**config.mk**
```make
export PLATFORM = sky130hd
export DESIGN_NAME = seq_detector_param
export DESIGN_NICKNAME = d
export VERILOG_FILES = /design/src/rtl/seq_det_pkg.sv /design/src/rtl/seq_det_prefix.sv /design/src/rtl/seq_detector_param.sv
export SDC_FILE = /design/constraint.sdc
export NUM_CORES = 1
export LEC_CHECK = 0
export BUFFER_PORTS_ARGS = -buffer_cell sky130_fd_sc_hd__buf_2
export CAP_MARGIN = 15
export CORE_MARGIN = 5
export CORE_UTILIZATION = 40
export DETAILED_ROUTE_END_ITERATION = 10
export SLEW_MARGIN = 20
export SYNTH_ARGS = -nofsm -noshare
export SYNTH_HDL_FRONTEND = slang
export SYNTH_SLANG_ARGS = --single-unit
```
**constraint.sdc**
```tcl
create_clock -name clk -period 2.37 [get_ports clk]
set_input_delay 0.1185 -clock clk [delete_from_list [all_inputs] [get_ports clk]]
set_output_delay 0.1185 -clock clk [all_outputs]
set_load 0.1 [all_outputs]
```
**src/rtl/seq_det_pkg.sv**
```systemverilog
// Shared defaults and width helpers for the parameterised serial sequence detector.
package seq_det_pkg;

    localparam int DEF_PAT_W = 4;
    localparam int DEF_CNT_W = 8;
    localparam logic [DEF_PAT_W-1:0] DEF_PAT_RST = 4'b1011;

    // Width of the matched-prefix output; kept at least 1 bit for tiny patterns.
    function automatic int state_w(input int pat_w);
        return (pat_w > 2) ? $clog2(pat_w) : 1;
    endfunction

    // Fill count runs 0..pat_w inclusive.
    function automatic int fill_w(input int pat_w);
        return $clog2(pat_w + 1);
    endfunction

endpackage

```
**src/rtl/seq_det_prefix.sv**
```systemverilog
// Combinational next-state logic: shifts in one bit, updates the fill count and finds
// the longest pattern prefix that is also a suffix of the accepted bits.
module seq_det_prefix
    import seq_det_pkg::*;
#(
    parameter int PAT_W = DEF_PAT_W
) (
    input  logic [PAT_W-2:0]          hist,
    input  logic [fill_w(PAT_W)-1:0]  fill,
    input  logic [PAT_W-1:0]          pat,
    input  logic                      inp,
    input  logic                      overlap,
    output logic [PAT_W-2:0]          hist_nx,
    output logic [fill_w(PAT_W)-1:0]  fill_nx,
    output logic [state_w(PAT_W)-1:0] state_nx,
    output logic                      match
);

    localparam int STATE_W = state_w(PAT_W);
    localparam int FILL_W  = fill_w(PAT_W);
    localparam logic [FILL_W-1:0] FILL_FULL = FILL_W'(PAT_W);

    logic [PAT_W-1:0]   window;
    logic [PAT_W-1:0]   mask;
    logic [PAT_W-1:0]   pref;
    logic [FILL_W-1:0]  fill_inc;
    logic [STATE_W-1:0] border;
    logic               ok;

    always_comb begin
        // Only PAT_W-1 older bits are stored; the bit arriving now completes the window.
        window   = {hist, inp};
        fill_inc = (fill == FILL_FULL) ? FILL_FULL : fill + 1'b1;
        border   = '0;
        mask     = '0;
        pref     = '0;
        ok       = 1'b0;
        // Ascending scan leaves the longest qualifying prefix length in border.
        for (int k = 1; k < PAT_W; k++) begin
            mask = PAT_W'((1 << k) - 1);
            pref = pat >> (PAT_W - k);
            ok   = (FILL_W'(k) <= fill_inc) && (((window ^ pref) & mask) == '0);
            if (ok) begin
                border = STATE_W'(k);
            end
        end
        match   = (fill_inc == FILL_FULL) && (window == pat);
        hist_nx = window[PAT_W-2:0];
        if (match && !overlap) begin
            fill_nx  = '0;
            state_nx = '0;
        end else begin
            fill_nx  = fill_inc;
            state_nx = border;
        end
    end

endmodule

```
**src/rtl/seq_detector_param.sv**
```systemverilog
// Serial pattern detector with loadable pattern, overlap control and a saturating
// match counter; all registers live here, the prefix logic is in seq_det_prefix.
module seq_detector_param
    import seq_det_pkg::*;
#(
    parameter int               PAT_W   = DEF_PAT_W,
    parameter int               CNT_W   = DEF_CNT_W,
    parameter logic [PAT_W-1:0] PAT_RST = PAT_W'(DEF_PAT_RST)
) (
    input  logic                      clk,
    input  logic                      rst,
    input  logic                      en,
    input  logic                      inp,
    input  logic                      load,
    input  logic [PAT_W-1:0]          pattern_in,
    input  logic                      overlap,
    output logic                      outp,
    output logic [state_w(PAT_W)-1:0] state,
    output logic [CNT_W-1:0]          match_cnt
);

    localparam int STATE_W = state_w(PAT_W);
    localparam int FILL_W  = fill_w(PAT_W);

    function automatic logic [CNT_W-1:0] sat_inc(input logic [CNT_W-1:0] v);
        return (&v) ? v : v + 1'b1;
    endfunction

    logic [PAT_W-1:0]   pat_q,   pat_d;
    logic [PAT_W-2:0]   hist_q,  hist_d;
    logic [FILL_W-1:0]  fill_q,  fill_d;
    logic [STATE_W-1:0] state_q, state_d;
    logic [CNT_W-1:0]   cnt_q,   cnt_d;
    logic               outp_q,  outp_d;

    logic [PAT_W-2:0]   hist_nx;
    logic [FILL_W-1:0]  fill_nx;
    logic [STATE_W-1:0] state_nx;
    logic               match;

    seq_det_prefix #(
        .PAT_W (PAT_W)
    ) u_prefix (
        .hist     (hist_q),
        .fill     (fill_q),
        .pat      (pat_q),
        .inp      (inp),
        .overlap  (overlap),
        .hist_nx  (hist_nx),
        .fill_nx  (fill_nx),
        .state_nx (state_nx),
        .match    (match)
    );

    always_comb begin
        pat_d   = pat_q;
        hist_d  = hist_q;
        fill_d  = fill_q;
        state_d = state_q;
        cnt_d   = cnt_q;
        outp_d  = 1'b0;
        // A load wins over en; the bit presented with it is dropped.
        if (load) begin
            pat_d   = pattern_in;
            hist_d  = '0;
            fill_d  = '0;
            state_d = '0;
            cnt_d   = '0;
        end else if (en) begin
            hist_d  = hist_nx;
            fill_d  = fill_nx;
            state_d = state_nx;
            outp_d  = match;
            if (match) begin
                cnt_d = sat_inc(cnt_q);
            end
        end
    end

    always_ff @(posedge clk or negedge rst) begin
        if (!rst) begin
            pat_q   <= PAT_RST;
            hist_q  <= '0;
            fill_q  <= '0;
            state_q <= '0;
            cnt_q   <= '0;
            outp_q  <= 1'b0;
        end else begin
            pat_q   <= pat_d;
            hist_q  <= hist_d;
            fill_q  <= fill_d;
            state_q <= state_d;
            cnt_q   <= cnt_d;
            outp_q  <= outp_d;
        end
    end

    assign outp      = outp_q;
    assign state     = state_q;
    assign match_cnt = cnt_q;

endmodule

```
==> metrics.log <==
[metrics] total instance count after detailed placement: 165
[metrics] clk_lat worst skew: 0.30 ns
[metrics] yosys warns: 0
[metrics] top achievable clock speed: 0.476 GHz
[metrics] x dimension of the die: 65.0 um
[metrics] post-synthesis async set-or-reset flop share: 1.00
[metrics] transition time of the tightest slew-check pin: 0.487 ns
[metrics] ant diodes: 0
[metrics] Min-Delay Path Depth: 2
[metrics] final layout net count: 151
[metrics] post-synthesis cell type with the largest combined area: sky130_fd_sc_hd__dfrtp_1
[metrics] setup TNS after final layout: 0 ns
[metrics] min-delay worst type: in -> reg
[metrics] cell types with the largest area share after synthesis: sky130_fd_sc_hd__dfrtp_1 (37%), sky130_fd_sc_hd__dfstp_2 (6.5%), sky130_fd_sc_hd__xor2_1 (6.5%)
[metrics] Required @ worst endpoint: 2.56 ns
[metrics] register-to-register setup slack: 0.27 ns
[metrics] cells after synthesis: 117
[metrics] CP arrival: 2.29 ns
[metrics] total global routing track utilization: 0.125
[metrics] synthesized netlist net count: 130
[metrics] TritonCTS clock tree: yes
[metrics] Routed wire per std cell: 13.3 um
[metrics] share of cells above drive strength 1: 0.270
[metrics] HPWL Detailed: 1.72 mm
[metrics] most numerous cell in the Yosys netlist: sky130_fd_sc_hd__dfrtp_1
[metrics] worst flop-to-flop path endpoint: match_cnt[5]
[metrics] Seq/Total Area, Yosys: 0.438
[metrics] post-detailed-route count of antenna-violating nets: 0
[metrics] count of distinct cell types in the synthesized netlist: 39
[metrics] XOR/XNOR share of the synthesized area: 0.0870
[metrics] non-filler cells, final: 170
[metrics] Seq pwr share: 0.566
[metrics] RSZ-0062 raised after global routing: false
[metrics] number of clock buffers inserted by TritonCTS: 3
[metrics] clock skew: 0.00957 ns
[metrics] main combinational cell family by area after synthesis: simple AND/OR/NAND/NOR gates
[metrics] gp weighted congestion: 0.799
[metrics] average footprint of a synthesized cell: 10.3 um^2
[metrics] die area: 0.00422 mm^2
[metrics] VDD IR-drop max: 0.000325 V
[metrics] fraction of post-synthesis cell area in the top cell type by area: 0.373
[metrics] number of hold violations in the final report: 0
[metrics] flip-flop cell with the highest count after synthesis: sky130_fd_sc_hd__dfrtp_1
[metrics] Synth Area in Adders: 0.0311
[metrics] number of global-route vias before repair: 919
[metrics] Layout Area Growth over Synthesis: 12.6%
[metrics] hold worst-path end: pat_q[0]
[metrics] clk slew on worst S/H paths: 0.12 ns
[metrics] crit path launch: fill_q[0]
[metrics] DRC Markers: 0
[metrics] Power Density: 510 mW/mm^2
[metrics] highest fanout seen on the critical path: 9
[metrics] number of I/O port buffers: 20
[metrics] Max Buffers Root-to-Sink: 2
[metrics] cell leakage power: 0.646 nW
[metrics] final worst path period need: 2.10 ns
[metrics] critical register-to-register path startpoint: fill_q[0]
[metrics] element type at the critical path end: flip-flop
[metrics] share of power burned in the clock network: 0.247
[metrics] maximum number of pins on one net before global-route repair: 23
[metrics] number of failing setup endpoints in the final timing report: 0
[metrics] origin of the worst min-delay path: pattern_in[0]
[metrics] total number of placement rows: 20
[metrics] Syn Std Cell Area: 0.00121 mm^2
[metrics] wire length of the first global-routing pass: 4.19 mm
[metrics] number of resized instances in the post-cts repair step: 0
[metrics] routed via count: 880
[metrics] number of design-rule violations left by the first detailed-router iteration: 15
[metrics] simple-gate area share of the yosys netlist: 0.196
[metrics] portion of netlist area occupied by mux cells: 0.0807
[metrics] Total Wirelength: 2.27 mm
[metrics] top-level I/O count: 21
[metrics] Max Cap Violations: 0
[metrics] deepest level of the CTS H-tree: 1
[metrics] first-pass iteration count of the detailed router: 3
[metrics] number of synthesized flops with an enable pin: 0
[metrics] Switching Share: 0.295
[metrics] Net Sw Power: 0.205 mW
[metrics] most frequent cells after synthesis: sky130_fd_sc_hd__dfrtp_1 (18), sky130_fd_sc_hd__a21oi_1 (9), sky130_fd_sc_hd__nor2_1 (9), sky130_fd_sc_hd__xor2_1 (9), sky130_fd_sc_hd__nand2_1 (6)
[metrics] drt via density: 5.18
[metrics] initial core utilization: 0.406
[metrics] Comb power frac: 0.187
[metrics] antenna violations before repair: 0
[metrics] TritonCTS Sinks: 21
[metrics] global-route congestion overflow total: 0
[metrics] worst slew margin relative to its limit: 0.678
[metrics] compound-cell area share of the yosys netlist: 0.134
[metrics] core area: 0.00298 mm^2
[metrics] die height: 65.0 um
[metrics] synthesis-stage register bit count: 21
[metrics] final worst-path cycle share: 0.887
[metrics] startpoint type of the worst setup path: flip-flop
[metrics] Int Pwr: 0.490 mW
[metrics] Max Slew Vio Count: 0
[metrics] status: completed
[metrics] fill cell instance count of the final layout: 285
[metrics] FF-to-FF path depth: 7
[metrics] clock root buffer master: sky130_fd_sc_hd__clkbuf_4
[metrics] type of the setup path with the least slack: reg -> reg
[kinds of logic after synthesis]
logic type	Yosys count
AND/OR/NAND/NOR	40
flip-flops	21
AO/OA/AOI/OAI	23
XOR/XNOR	12
multiplexers	9
adder cells (fa/ha/maj)	3
buffers and inverters	9
[worst max-delay path by stage]
stage,slack [ns],end
floorplan,0.18,match_cnt[7]
global placement,0.38,match_cnt[7]
detailed placement,0.28,match_cnt[5]
CTS,0.25,match_cnt[5]
global route,0.13,match_cnt[7]
finish,0.27,match_cnt[5]
[worst max-delay path, cell delays in order, from the launching register on]
cell,delay (ns)
sky130_fd_sc_hd__dfrtp_1,0.44
sky130_fd_sc_hd__inv_1,0.09
sky130_fd_sc_hd__ha_1,0.34
sky130_fd_sc_hd__nand2b_1,0.18
sky130_fd_sc_hd__o21ai_2,0.27
sky130_fd_sc_hd__nand3_4,0.15
sky130_fd_sc_hd__nor3_1,0.18
sky130_fd_sc_hd__mux2_1,0.35
[cell usage in the layout, fill, tap and decap left out, types with 2 or more instances in the layout]
cell / n
sky130_fd_sc_hd__nand4_1: 3
sky130_fd_sc_hd__inv_1: 4
sky130_fd_sc_hd__nor3_1: 5
sky130_fd_sc_hd__buf_2: 20
sky130_fd_sc_hd__nand2_1: 6
sky130_fd_sc_hd__nand2b_1: 2
sky130_fd_sc_hd__dfstp_2: 3
sky130_fd_sc_hd__mux2_1: 2
sky130_fd_sc_hd__a21oi_1: 9
sky130_fd_sc_hd__or3_1: 3
sky130_fd_sc_hd__clkbuf_4: 3
sky130_fd_sc_hd__nand3_1: 2
sky130_fd_sc_hd__dfrtp_1: 18
sky130_fd_sc_hd__o21ai_0: 3
sky130_fd_sc_hd__a22o_1: 3
sky130_fd_sc_hd__xor2_1: 9
sky130_fd_sc_hd__xnor2_1: 3
sky130_fd_sc_hd__nor2b_1: 2
sky130_fd_sc_hd__mux2_2: 4
sky130_fd_sc_hd__mux2i_1: 3
sky130_fd_sc_hd__ha_1: 3
sky130_fd_sc_hd__nor2_1: 9
[layer usage]
metal | global-route usage | up-vias | routed length (um)
met5 | 0 | - | 0
met3 | 0.0260 | 2 | 52
li1 | - | 460 | -
met1 | 0.169 | 411 | 1120
met4 | 0.0396 | 0 | 15
met2 | 0.199 | 7 | 1080
[through the flow]
stage                     worst slack (ns)  power, mW  hold WS (ns)  cell area, um^2  utilization
after floorplan                      0.184      0.501        -0.177             1210            -
after global placement               0.380      0.528         0.108             1320        0.445
after detailed placement             0.278      0.530         0.117             1320        0.445
after CTS                            0.252      0.713        0.0200             1360        0.457
after global routing                 0.127      0.746        0.0193             1360        0.457
final                                0.267      0.695        0.0373             1360        0.457
[sequential cells by signal, summed over array words and instances, names as in the netlist]
name / count
outp: 1
state: 2
pat_q: 4
match_cnt: 8
fill_q: 3
hist_q: 3
[area by class of cell]
type                    count  area, um^2  share of cell area
multi-input cells          87         638               0.469
flip-flops and latches     21         529               0.389
clock inverters             1        5.00             0.00368
inverters                   4        15.0              0.0110
clock buffers               3        22.5              0.0165
well taps                  33        41.3              0.0303
repair buffers             21         110              0.0809
[repair_timing]
item	CTS	global route
hold endpoints to repair	18	0
setup buffers	0	0
hold buffers	1	0
[power by group through the flow]
stage | sequential, mW | clock [mW] | combinational (mW)
6_report | 0.393 | 0.172 | 0.130
5_1_grt | 0.397 | 0.205 | 0.144
4_1_cts | 0.394 | 0.188 | 0.132
3_5_place_dp | 0.400 | 0 | 0.130
3_3_place_gp | 0.400 | 0 | 0.128
2_1_floorplan | 0.414 | 0 | 0.0870
No activity file was read; power rests on OpenSTA's default activity.
